--- config.mk ---
export PLATFORM = sky130hd
export DESIGN_NAME = isp_frame_reader_flat
export DESIGN_NICKNAME = d
export VERILOG_FILES = /design/src/rtl/isp_pkg.sv /design/src/rtl/isp_frame_reader_if.sv /design/src/rtl/isp_word_unpacker.sv /design/src/rtl/isp_frame_reader.sv /design/src/flat_wrapper.sv
export SDC_FILE = /design/constraint.sdc
export NUM_CORES = 1
export LEC_CHECK = 0
export CAP_MARGIN = 20
export CORE_MARGIN = 2
export CORE_UTILIZATION = 25
export CTS_CLUSTER_DIAMETER = 40
export DETAILED_ROUTE_END_ITERATION = 12
export HOLD_SLACK_MARGIN = 0.12
export RECOVER_POWER = 50
export SYNTH_ARGS = -nofsm -noshare
export SYNTH_HDL_FRONTEND = slang
export SYNTH_SLANG_ARGS = --single-unit
--- constraint.sdc ---
create_clock -name clk -period 10.44 [get_ports clk]
set_clock_uncertainty 0.05 [all_clocks]
set_input_delay 1.566 -clock clk [delete_from_list [all_inputs] [get_ports clk]]
set_output_delay 1.566 -clock clk [all_outputs]
set_load 0.01 [all_outputs]
--- src/rtl/isp_pkg.sv ---
// Shared types and helpers for the ISP raw frame reader: FSM state encoding,
// lane extraction from a packed memory word and the lanes-per-word log2.
package isp_pkg;

    typedef enum logic [1:0] {
        IDLE   = 2'd0,
        LOAD   = 2'd1,
        STREAM = 2'd2,
        DONE   = 2'd3
    } reader_state_t;

    // Widest memory word lane_sel accepts; callers zero-extend into this.
    localparam int unsigned LANE_SEL_MAX_W = 256;

    function automatic int unsigned ppw_log2(input int unsigned ppw);
        int unsigned result;
        result = 32'd0;
        for (int i = 0; i < 32; i++) begin
            if (ppw == (32'd1 << i)) begin
                result = unsigned'(i);
            end else begin
                result = result;
            end
        end
        return result;
    endfunction

    // Lane 0 sits in the most significant bits; the caller truncates to pixel width.
    function automatic logic [LANE_SEL_MAX_W-1:0] lane_sel(
        input logic [LANE_SEL_MAX_W-1:0] word,
        input int unsigned               lane,
        input int unsigned               pixel_width,
        input int unsigned               word_width
    );
        return word >> (word_width - (lane + 32'd1) * pixel_width);
    endfunction

endpackage

--- src/rtl/isp_frame_reader_if.sv ---
// Memory read port and pixel stream of the ISP frame reader. pix_bayer exists
// only when ISP_FRAME_READER_BAYER_EN is defined.
interface isp_frame_reader_if #(
    parameter int unsigned PIXEL_WIDTH = 16,
    parameter int unsigned WORD_WIDTH  = 64,
    parameter int unsigned ADDR_WIDTH  = 32
);
    logic [ADDR_WIDTH-1:0]  read_address;
    logic [WORD_WIDTH-1:0]  read_data;
    logic                   pix_valid;
    logic                   pix_ready;
    logic [PIXEL_WIDTH-1:0] pix_data;
    logic                   pix_sof;
    logic                   pix_eol;
    logic                   pix_eof;
`ifdef ISP_FRAME_READER_BAYER_EN
    logic [1:0]             pix_bayer;
`endif

    modport master (
        output read_address,
        input  read_data,
        output pix_valid,
        input  pix_ready,
        output pix_data,
        output pix_sof,
        output pix_eol,
        output pix_eof
`ifdef ISP_FRAME_READER_BAYER_EN
        , output pix_bayer
`endif
    );

    modport slave (
        input  read_address,
        output read_data,
        input  pix_valid,
        output pix_ready,
        input  pix_data,
        input  pix_sof,
        input  pix_eol,
        input  pix_eof
`ifdef ISP_FRAME_READER_BAYER_EN
        , input pix_bayer
`endif
    );
endinterface

--- src/rtl/isp_word_unpacker.sv ---
// Holds the current memory word and steps through its pixel lanes; on the
// last lane it swaps in the next word so a row streams without gaps.
module isp_word_unpacker
    import isp_pkg::*;
#(
    parameter  int unsigned PIXEL_WIDTH = 16,
    parameter  int unsigned WORD_WIDTH  = 64,
    localparam int unsigned PPW         = WORD_WIDTH / PIXEL_WIDTH,
    localparam int unsigned LANE_W      = ppw_log2(PPW)
) (
    input  logic                   clk,
    input  logic                   reset,
    input  logic                   load_word,
    input  logic [LANE_W-1:0]      start_lane,
    input  logic                   advance,
    input  logic [WORD_WIDTH-1:0]  read_data,
    output logic [PIXEL_WIDTH-1:0] pixel,
    output logic                   last_lane
);

    logic [WORD_WIDTH-1:0] word_r;
    logic [LANE_W-1:0]     lane_r;

    // Word register and lane counter: row start loads at the crop lane, wrap fetches the next word.
    always_ff @(posedge clk) begin
        if (reset) begin
            word_r <= '0;
            lane_r <= '0;
        end else if (load_word) begin
            word_r <= read_data;
            lane_r <= start_lane;
        end else if (advance) begin
            if (last_lane) begin
                word_r <= read_data;
                lane_r <= '0;
            end else begin
                lane_r <= lane_r + LANE_W'(1'b1);
            end
        end
    end

    assign last_lane = (lane_r == LANE_W'(PPW - 32'd1));
    assign pixel     = PIXEL_WIDTH'(lane_sel(LANE_SEL_MAX_W'(word_r), 32'(lane_r),
                                             PIXEL_WIDTH, WORD_WIDTH));

endmodule

--- src/rtl/isp_frame_reader.sv ---
// Crop-and-unpack reader: walks the crop window of a packed raw frame and emits
// a backpressured pixel stream. Optional pix_bayer via ISP_FRAME_READER_BAYER_EN.
module isp_frame_reader
    import isp_pkg::*;
#(
    parameter int unsigned PIXEL_WIDTH  = 16,
    parameter int unsigned WORD_WIDTH   = 64,
    parameter int unsigned ADDR_WIDTH   = 32,
    parameter int unsigned DIM_WIDTH    = 16,
    parameter int unsigned MARGIN_WIDTH = 10
) (
    input  logic                    clk,
    input  logic                    reset,
    input  logic                    new_frame,
    input  logic [ADDR_WIDTH-1:0]   base_address,
    input  logic [DIM_WIDTH-1:0]    frame_width,
    input  logic [MARGIN_WIDTH-1:0] top_margin,
    input  logic [MARGIN_WIDTH-1:0] left_margin,
    input  logic [DIM_WIDTH-1:0]    crop_height,
    input  logic [DIM_WIDTH-1:0]    crop_width,
    isp_frame_reader_if.master      bus,
    output logic                    busy,
    output logic                    frame_done
);

    localparam int unsigned PPW    = WORD_WIDTH / PIXEL_WIDTH;
    localparam int unsigned LANE_W = ppw_log2(PPW);

    reader_state_t          state_r, state_s;
    logic [ADDR_WIDTH-1:0]  base_r, read_address_r;
    logic [DIM_WIDTH-1:0]   fw_r, crop_h_r, crop_w_r, row_r, col_r;
    logic [31:0]            row_off_r, start_off_s, next_row_off_s;
    logic                   last_loaded_r;
    logic                   start_s, cfg_zero_s, out_free_s, row_end_s, frame_end_s;
    logic                   eof_accept_s, word_load_s, load_pix_s, last_lane_s;
    logic [PIXEL_WIDTH-1:0] unpacked_s;
    logic                   pix_valid_r, pix_sof_r, pix_eol_r, pix_eof_r;
    logic [PIXEL_WIDTH-1:0] pix_data_r;
    logic                   busy_r, frame_done_r;

    // Only the crop origin row uses a product; later rows just add the pitch.
    assign start_off_s    = 32'(top_margin) * 32'(frame_width) + 32'(left_margin);
    assign next_row_off_s = row_off_r + 32'(fw_r);
    assign start_s        = (state_r == IDLE) && new_frame;
    assign cfg_zero_s     = (crop_height == '0) || (crop_width == '0);
    assign out_free_s     = !pix_valid_r || bus.pix_ready;
    assign row_end_s      = (col_r == crop_w_r - DIM_WIDTH'(1'b1));
    assign frame_end_s    = row_end_s && (row_r == crop_h_r - DIM_WIDTH'(1'b1));
    assign eof_accept_s   = pix_valid_r && bus.pix_ready && pix_eof_r;

    isp_word_unpacker #(
        .PIXEL_WIDTH (PIXEL_WIDTH),
        .WORD_WIDTH  (WORD_WIDTH)
    ) u_unpacker (
        .clk        (clk),
        .reset      (reset),
        .load_word  (word_load_s),
        .start_lane (row_off_r[LANE_W-1:0]),
        .advance    (load_pix_s),
        .read_data  (bus.read_data),
        .pixel      (unpacked_s),
        .last_lane  (last_lane_s)
    );

    // FSM state register.
    always_ff @(posedge clk) begin
        if (reset) begin
            state_r <= IDLE;
        end else begin
            state_r <= state_s;
        end
    end

    // FSM next state and per-cycle strobes.
    always_comb begin
        state_s     = state_r;
        word_load_s = 1'b0;
        load_pix_s  = 1'b0;
        case (state_r)
            IDLE: begin
                if (new_frame) begin
                    if (cfg_zero_s) begin
                        state_s = DONE;
                    end else begin
                        state_s = LOAD;
                    end
                end else begin
                    state_s = IDLE;
                end
            end
            LOAD: begin
                word_load_s = 1'b1;
                state_s     = STREAM;
            end
            STREAM: begin
                load_pix_s = out_free_s && !last_loaded_r;
                if (eof_accept_s) begin
                    state_s = DONE;
                end else if (load_pix_s && row_end_s && !frame_end_s) begin
                    state_s = LOAD;
                end else begin
                    state_s = STREAM;
                end
            end
            DONE: begin
                state_s = IDLE;
            end
            default: begin
                state_s = IDLE;
            end
        endcase
    end

    // Frame configuration captured at the start pulse.
    always_ff @(posedge clk) begin
        if (reset) begin
            base_r   <= '0;
            fw_r     <= '0;
            crop_h_r <= '0;
            crop_w_r <= '0;
        end else if (start_s) begin
            base_r   <= base_address;
            fw_r     <= frame_width;
            crop_h_r <= crop_height;
            crop_w_r <= crop_width;
        end
    end

    // Row/column walk and word address generation; read_address always leads the word register by one.
    always_ff @(posedge clk) begin
        if (reset) begin
            row_r          <= '0;
            col_r          <= '0;
            row_off_r      <= 32'd0;
            read_address_r <= '0;
            last_loaded_r  <= 1'b0;
        end else if (start_s) begin
            row_r          <= '0;
            col_r          <= '0;
            row_off_r      <= start_off_s;
            read_address_r <= base_address + ADDR_WIDTH'(start_off_s >> LANE_W);
            last_loaded_r  <= 1'b0;
        end else if (word_load_s) begin
            read_address_r <= read_address_r + ADDR_WIDTH'(1'b1);
        end else if (load_pix_s) begin
            if (frame_end_s) begin
                last_loaded_r <= 1'b1;
            end else if (row_end_s) begin
                col_r          <= '0;
                row_r          <= row_r + DIM_WIDTH'(1'b1);
                row_off_r      <= next_row_off_s;
                read_address_r <= base_r + ADDR_WIDTH'(next_row_off_s >> LANE_W);
            end else begin
                col_r <= col_r + DIM_WIDTH'(1'b1);
                if (last_lane_s) begin
                    read_address_r <= read_address_r + ADDR_WIDTH'(1'b1);
                end
            end
        end
    end

    // Output register: loads when empty or accepted, otherwise holds under backpressure.
    always_ff @(posedge clk) begin
        if (reset) begin
            pix_valid_r <= 1'b0;
            pix_data_r  <= '0;
            pix_sof_r   <= 1'b0;
            pix_eol_r   <= 1'b0;
            pix_eof_r   <= 1'b0;
        end else if (load_pix_s) begin
            pix_valid_r <= 1'b1;
            pix_data_r  <= unpacked_s;
            pix_sof_r   <= (row_r == '0) && (col_r == '0);
            pix_eol_r   <= row_end_s;
            pix_eof_r   <= frame_end_s;
        end else if (bus.pix_ready) begin
            pix_valid_r <= 1'b0;
        end
    end

`ifdef ISP_FRAME_READER_BAYER_EN
    logic       top_par_r, left_par_r;
    logic [1:0] pix_bayer_r;

    // Bayer phase origin captured with the rest of the configuration.
    always_ff @(posedge clk) begin
        if (reset) begin
            top_par_r  <= 1'b0;
            left_par_r <= 1'b0;
        end else if (start_s) begin
            top_par_r  <= top_margin[0];
            left_par_r <= left_margin[0];
        end
    end

    // Bayer phase travels with pix_data through the output register.
    always_ff @(posedge clk) begin
        if (reset) begin
            pix_bayer_r <= 2'b00;
        end else if (load_pix_s) begin
            pix_bayer_r <= {top_par_r ^ row_r[0], left_par_r ^ col_r[0]};
        end
    end

    assign bus.pix_bayer = pix_bayer_r;
`endif

    // Frame status: busy spans LOAD through DONE, frame_done marks the DONE cycle.
    always_ff @(posedge clk) begin
        if (reset) begin
            busy_r       <= 1'b0;
            frame_done_r <= 1'b0;
        end else begin
            frame_done_r <= (state_s == DONE) && (state_r != DONE);
            if (start_s) begin
                busy_r <= 1'b1;
            end else if (state_r == DONE) begin
                busy_r <= 1'b0;
            end
        end
    end

    assign bus.read_address = read_address_r;
    assign bus.pix_valid    = pix_valid_r;
    assign bus.pix_data     = pix_data_r;
    assign bus.pix_sof      = pix_sof_r;
    assign bus.pix_eol      = pix_eol_r;
    assign bus.pix_eof      = pix_eof_r;
    assign busy             = busy_r;
    assign frame_done       = frame_done_r;

endmodule
--- src/flat_wrapper.sv ---
// flat-port wrapper written by rule: the top's interface ports become plain ports
module isp_frame_reader_flat import isp_pkg::*;
#(
    parameter int unsigned PIXEL_WIDTH  = 16,
    parameter int unsigned WORD_WIDTH   = 64,
    parameter int unsigned ADDR_WIDTH   = 32,
    parameter int unsigned DIM_WIDTH    = 16,
    parameter int unsigned MARGIN_WIDTH = 10
)
  (clk, reset, new_frame, base_address, frame_width, top_margin, left_margin, crop_height, crop_width, busy, frame_done, bus_read_address, bus_read_data, bus_pix_valid, bus_pix_ready, bus_pix_data, bus_pix_sof, bus_pix_eol, bus_pix_eof);
  isp_frame_reader_if #(.PIXEL_WIDTH(PIXEL_WIDTH), .WORD_WIDTH(WORD_WIDTH), .ADDR_WIDTH(ADDR_WIDTH)) bus_i ();
  input  logic clk;
  input  logic reset;
  input  logic new_frame;
  input  logic [ADDR_WIDTH-1:0] base_address;
  input  logic [DIM_WIDTH-1:0] frame_width;
  input  logic [MARGIN_WIDTH-1:0] top_margin;
  input  logic [MARGIN_WIDTH-1:0] left_margin;
  input  logic [DIM_WIDTH-1:0] crop_height;
  input  logic [DIM_WIDTH-1:0] crop_width;
  output logic busy;
  output logic frame_done;
  output wire logic [$bits(bus_i.read_address)-1:0] bus_read_address;
  input wire logic [$bits(bus_i.read_data)-1:0] bus_read_data;
  output wire logic [$bits(bus_i.pix_valid)-1:0] bus_pix_valid;
  input wire logic [$bits(bus_i.pix_ready)-1:0] bus_pix_ready;
  output wire logic [$bits(bus_i.pix_data)-1:0] bus_pix_data;
  output wire logic [$bits(bus_i.pix_sof)-1:0] bus_pix_sof;
  output wire logic [$bits(bus_i.pix_eol)-1:0] bus_pix_eol;
  output wire logic [$bits(bus_i.pix_eof)-1:0] bus_pix_eof;
  assign bus_read_address = bus_i.read_address;
  assign bus_i.read_data = bus_read_data;
  assign bus_pix_valid = bus_i.pix_valid;
  assign bus_i.pix_ready = bus_pix_ready;
  assign bus_pix_data = bus_i.pix_data;
  assign bus_pix_sof = bus_i.pix_sof;
  assign bus_pix_eol = bus_i.pix_eol;
  assign bus_pix_eof = bus_i.pix_eof;
  isp_frame_reader #(.PIXEL_WIDTH(PIXEL_WIDTH), .WORD_WIDTH(WORD_WIDTH), .ADDR_WIDTH(ADDR_WIDTH), .DIM_WIDTH(DIM_WIDTH), .MARGIN_WIDTH(MARGIN_WIDTH)) u_core (.clk(clk), .reset(reset), .new_frame(new_frame), .base_address(base_address), .frame_width(frame_width), .top_margin(top_margin), .left_margin(left_margin), .crop_height(crop_height), .crop_width(crop_width), .bus(bus_i), .busy(busy), .frame_done(frame_done));
endmodule
After elaboration in Yosys (flattened, before gate mapping)

Cells that the tools add are included.

Register bits after elaboration: 267
Input bits: 168
Logic and storage cells: 109
Memories kept: 0
Memory bits (writable): 0
Memory bits (read-only): 0
Latch bits: 0

Magnitude comparators: 0
Equality and inequality tests: 11
Shift operators: 1
Add/sub/neg operators: 12
Reductions and logical operators: 34
Divide/modulo/power cells: 0
$mul: 1
Multiplexer cells: 29
Bitwise gates (word level): 2

Operator list:

| kind                                               | number |
|---|---|
| two-way mux 32 bit                                 | 11 |
| two-way mux 64 bit                                 | 3 |
| adder 32 x 30 -> 32 bit                            | 2 |
| zero test 16 bit                                   | 4 |
| right shift 64 x 32 -> 16 bit                      | 1 |
| adder 16 x 1 -> 16 bit, second input constant      | 2 |
| adder 32 x 1 -> 32 bit, second input constant      | 1 |
| adder 32 x 16 -> 32 bit                            | 1 |
| equality test 16 bit                               | 2 |
| subtractor 16 x 1 -> 16 bit, second input constant | 2 |
| adder 26 x 10 -> 27 bit                            | 1 |
| multiplier 10 x 16 -> 26 bit                       | 1 |
| two-way mux 16 bit                                 | 1 |
| two-way mux 2 bit                                  | 7 |
| nonzero test 2 bit                                 | 6 |
| logical AND 1 bit                                  | 9 |
| AND reduction 3 bit                                | 3 |
| equality test 2 bit, second input constant         | 4 |
| one-hot mux 2 bit (4 select lines)                 | 1 |
| AND reduction 4 bit                                | 2 |
| subtractor 7 x 7 -> 8 bit, first input constant    | 1 |
| two-way mux 1 bit                                  | 6 |
| != test 2 x 1 -> 1 bit, second input constant      | 2 |
| nonzero test 4 bit                                 | 1 |
| 12 further kinds                                   | 16 |

Longest topological paths before layout

Depth in word-level cells: 10
Depth in mapped cells: 34

By module

From an unflattened synthesis, not the netlist that was laid out.

Cell total of the unflattened synthesis: 2872
Area, all modules: 23347.4 um^2

By module, submodules not included:

| module            | area an instance (um^2) | instances | cells each | sequential area each (um^2) |
|---|---|---|---|---|
| isp_frame_reader  | 19951.6                 | 1         | 2563       | 4023.9 |
| isp_word_unpacker | 3395.8                  | 1         | 309        | 1321.3 |

Worst setup path after synthesis

OpenSTA, ideal clock, no wires.

Path type: input port to flip-flop
Start point: input port top_margin[9]
End point: register u_core.read_address_r[30] (netlist: u_core.bus.read_address[30])
Path buffers: 1
Setup time: 0.132 ns
Data arrival time: 9.061 ns
Setup slack: 1.196 ns
Stages on the path: 30
Required time: 10.258 ns
Cell sequence: clkbuf_1 > nand2_1 > fa_1 > fa_1 > inv_1 > fa_1 > fa_1 > inv_1 > fa_1 > inv_1 > ha_1 > a2111oi_0 > o21ai_1 > a2111oi_0 > nor4_1 > o31a_1 > or4_1 > a21o_1 > a31oi_1 > xnor2_1 > ha_1 > a21o_1 > a21oi_1 > or4b_2 > a21oi_1 > a21oi_1 > nand3_1 > xnor2_1 > a22oi_1 > a21oi_1

Word-level cells in the longest chain between the ends: 4

RTL lines:

| element                      | RTL line                | RTL |
|---|---|---|
| from (decl)                  | flat_wrapper.sv:17      | `input logic [MARGIN_WIDTH-1:0] top_margin;` |
| multiplier 10 x 16 -> 26 bit | isp_frame_reader.sv:42  | `assign start_off_s = 32'(top_margin) * 32'(frame_width) + 32'(left_margin);` |
| adder 26 x 10 -> 27 bit      | isp_frame_reader.sv:42  |  |
| adder 32 x 30 -> 32 bit      | isp_frame_reader.sv:141 | `read_address_r <= base_address + ADDR_WIDTH'(start_off_s >> LANE_W);` |
| two-way mux 32 bit           | isp_frame_reader.sv:137 | `end else if (start_s) begin` |
| to (signal assigned)         | isp_frame_reader.sv:141 |  |
| to (signal assigned)         | isp_frame_reader.sv:144 | `read_address_r <= read_address_r + ADDR_WIDTH'(1'b1);` |
| to (signal assigned)         | isp_frame_reader.sv:152 | `read_address_r <= base_r + ADDR_WIDTH'(next_row_off_s >> LANE_W);` |
| to (decl)                    | isp_frame_reader.sv:30  | `logic [ADDR_WIDTH-1:0] base_r, read_address_r;` |

No other way between the ends.
A chain may end at the register's enable or synchronous reset.

Final worst setup path

Start point: input port top_margin[4]
End point: register u_core.read_address_r[30] (netlist: u_core.bus.read_address[30])

Same word-level chain as after synthesis.

==> key figures <==
Yosys
  • Dominant cells by area after synthesis: dfxtp_1, fa_1, nand2_1
  • Post-synth top area share: 24.39%
  • Mapped Area: 21910 µm²
  • Post-synthesis cell type count: 71
  • Syn_area_per_cell: 7.796 µm²
  • Synth top cells by count: nand2_1, a21oi_1, dfxtp_1
  • Top-count cell post-synth: nand2_1
  • Cell taking the most area after synthesis: dfxtp_1
  • Most used DFF post-synth: dfxtp_1
  • Asr flop ratio synth: 0%
  • Post-synthesis net count: 3258
  • Yosys reg bits: 267
  • Yosys Warn Count: 0
  • Sequential share of the synthesized area: 24.39%
  • Cells after synthesis: 2811
  • Post-synth EDFFs: 0

Finish
  • Synthesis-to-layout area growth: 24.73%
  • Reg area: 5345 µm²
  • Fraction of layout cells with a size suffix above 1: 5.923%
  • FILL cells: 9257
  • Multi-input gate area: 15310 µm²
  • Nets: 3442
  • Ant diodes: 0
  • Fin util: 31.51%

Setup path
  • Slowest stage cell, crit path: clkdlybuf4s50_1
  • CP Class: in -> reg
  • Worst Setup Start Kind: input pin
  • Max Fanout on Critical Path: 11
  • Worst EP arrival: 10280 ps
  • Most numerous cell on the critical path: fa_1
  • Largest stage delay, worst path: 720 ps
  • WP data required: 10830 ps
  • CP endpoint kind: register

Global route
  • Total Routing Usage GR: 15.15%
  • Grt met2 use: 24.40%
  • Vias in the first global route: 19300
  • First-pass GRT wire length: 109500 µm
  • Largest net degree at the start of global routing: 85
  • Met3 usage in global routing: 2.471%
  • Met1 Use GR: 21.13%
  • Initial antenna violation count: 3
  • Top Usage Layer GRT: met2
  • Grt total ovfl: 0

STA
  • Final Setup Violations: 0
  • Fmax: 101.1 MHz
  • Final Worst Setup Slack: 547.3 ps
  • Hold Vio Cnt, Final: 0
  • Hold slack: 395.4 ps
  • Fin crit period: 9893 ps
  • Final TNS setup: 0 ps
  • Rel. slew slack: -121.1%
  • RSZ-0062 raised after global routing: false
  • Final period util: 94.76%
  • Max Slew Vio Count: 227
  • Slew @ Worst Pin: 3317 ps

Run status
  • Failing checks: capacitance limit, slew limit
  • Outcome: finished, violations left

CTS
  • Root Driver: clkbuf_16
  • Worst skew pair latency: 610 ps
  • CTS max path bufs: 3
  • CTS tree: done
  • H-tree levels: 2
  • PostCTS Resize Cnt: 0
  • Inserted Clock Buffers: 55
  • Clock Sinks: 267
  • Postcts setup bufs: 0
  • Hold_buf cts: 0
  • Reg clk slew, reported paths: 60 ps

Routing
  • Wirelength per Cell: 16.54 µm
  • WL final: 69350 µm
  • DRC Markers: 0
  • Vias: 19800
  • Drt pass-1 iters: 5
  • Via/cell ratio: 4.721
  • Initial DRC Count: 1266
  • Antenna-violating nets left: 0

Die
  • Cell row count: 108
  • Core area: 86750 µm²
  • Die H: 300.1 µm
  • Initial Utilization: 25.26%
  • I/O pins: 222
  • Die width: 300.1 µm
  • Die area: 90040 µm²

Placed design
  • Pre-CTS setup slack: -2.098 ps
  • IO Port Bufs: 221
  • Hpwl dp: 53140 µm
  • Final RePlAce weighted congestion: 0.8699

Power
  • Static Leak: 11.46 nW
  • Power density cells: 298.2 nW/µm²
  • Peak VDD IR: 239.6 µV

Worst hold path
  • Hold Path Class: reg -> reg

Flow run
  • Maxcap violations: 4
[layout make-up]
class / count / share of cell area (%)
inverters: 197 / 2.705
clock inverters: 38 / 1.739
clock buffers: 63 / 5.255
flip-flops and latches: 267 / 19.55
well taps: 1155 / 5.287
multi-input cells: 2204 / 56.01
repair buffers: 270 / 9.448
[stage by stage]
| stage | power, mW | cells | area (µm²) |
|---|---|---|---|
| 5_1_grt | 8.869 | 4194 | 27340 |
| 2_1_floorplan | 4.868 | 2811 | 21910 |
| 3_5_place_dp | 6.281 | 4092 | 25420 |
| 6_report | 8.151 | 4194 | 27340 |
| 3_3_place_gp | 6.286 | 4092 | 25420 |
| 4_1_cts | 8.162 | 4193 | 27330 |
[report_power, final]
group,internal (mW),total (mW),switching [mW]
clock,1.19,1.82,0.629
combinational,2.08,5.10,3.02
sequential,1.12,1.23,0.110
[kinds of logic after synthesis]
kind of cell / Yosys count / synth area share [%]
AO/OA/AOI/OAI: 621 / 16.95
AND/OR/NAND/NOR: 1072 / 22.14
buffers and inverters: 340 / 5.886
multiplexers: 35 / 2.524
adder cells (fa/ha/maj): 279 / 20.18
XOR/XNOR: 197 / 7.936
flip-flops: 267 / 24.39
[sequential cells by signal, indices dropped and copies added, names as in the netlist, 2 cells and up]
register / cells
u_core.u_unpacker.word_r: 64
u_core.base_r: 32
u_core.bus.read_address: 32
u_core.row_off_r: 32
u_core.bus.pix_data: 16
u_core.col_r: 16
u_core.crop_h_r: 16
u_core.crop_w_r: 16
u_core.fw_r: 16
u_core.row_r: 16
u_core.state_r: 2
u_core.u_unpacker.lane_r: 2
[layout by cell type (no fill, tap or decap), types with 13 or more instances in the layout]
cell,netlist,final
and3_1,34,34
o211ai_1,21,21
mux2i_1,17,17
clkdlybuf4s50_1,0,164
nor2_1,174,174
and2_1,80,79
or3_1,18,18
xnor2_1,112,112
a22oi_1,14,14
nand4_1,18,18
o21a_1,14,14
nor2b_1,21,21
dlygate4sd3_1,0,56
a31oi_1,21,21
inv_1,197,197
a211oi_1,28,28
dfxtp_1,267,267
fa_1,124,124
ha_1,155,155
nand3_1,55,55
a21o_1,42,42
mux4_2,16,16
nor4_1,21,21
clkinv_2,0,13
a21oi_1,306,305
clkbuf_16,0,55
nand2_1,559,558
nor3_1,40,39
xor2_1,84,84
nand2b_1,17,17
o21ai_0,90,90
buf_4,1,43
[path summary, 6_finish.rpt]
kind                                startpoint                      endpoint  slack, ps  depth (start not counted)
setup / recovery                 top_margin[4]   u_core.bus.read_address[30]        550                         32
setup reg to reg           u_core.row_off_r[1]   u_core.bus.read_address[31]       4870                         21
hold reg to reg   u_core.u_unpacker.word_r[39]  u_core.u_unpacker.word_r[39]        400                          2
hold / removal    u_core.u_unpacker.word_r[39]  u_core.u_unpacker.word_r[39]        400                          2
[metal layers]
metal	vias up	share of wire, %
li1	9914	-
met1	9359	48
met2	428	45
met3	93	5.1
met4	6	1.8
met5	-	0.058
[worst max-delay path, delay by kind of cell]
kind | cells | cell delay [ps]
xor gates and xnor gates | 2 | 190
adders and majority gates | 7 | 3050
and+or+nand+nor | 5 | 1340
AOI/OAI and AO/OA | 12 | 2830
buffers and inverters | 6 | 1300
Power figures use the tool's default switching activity.
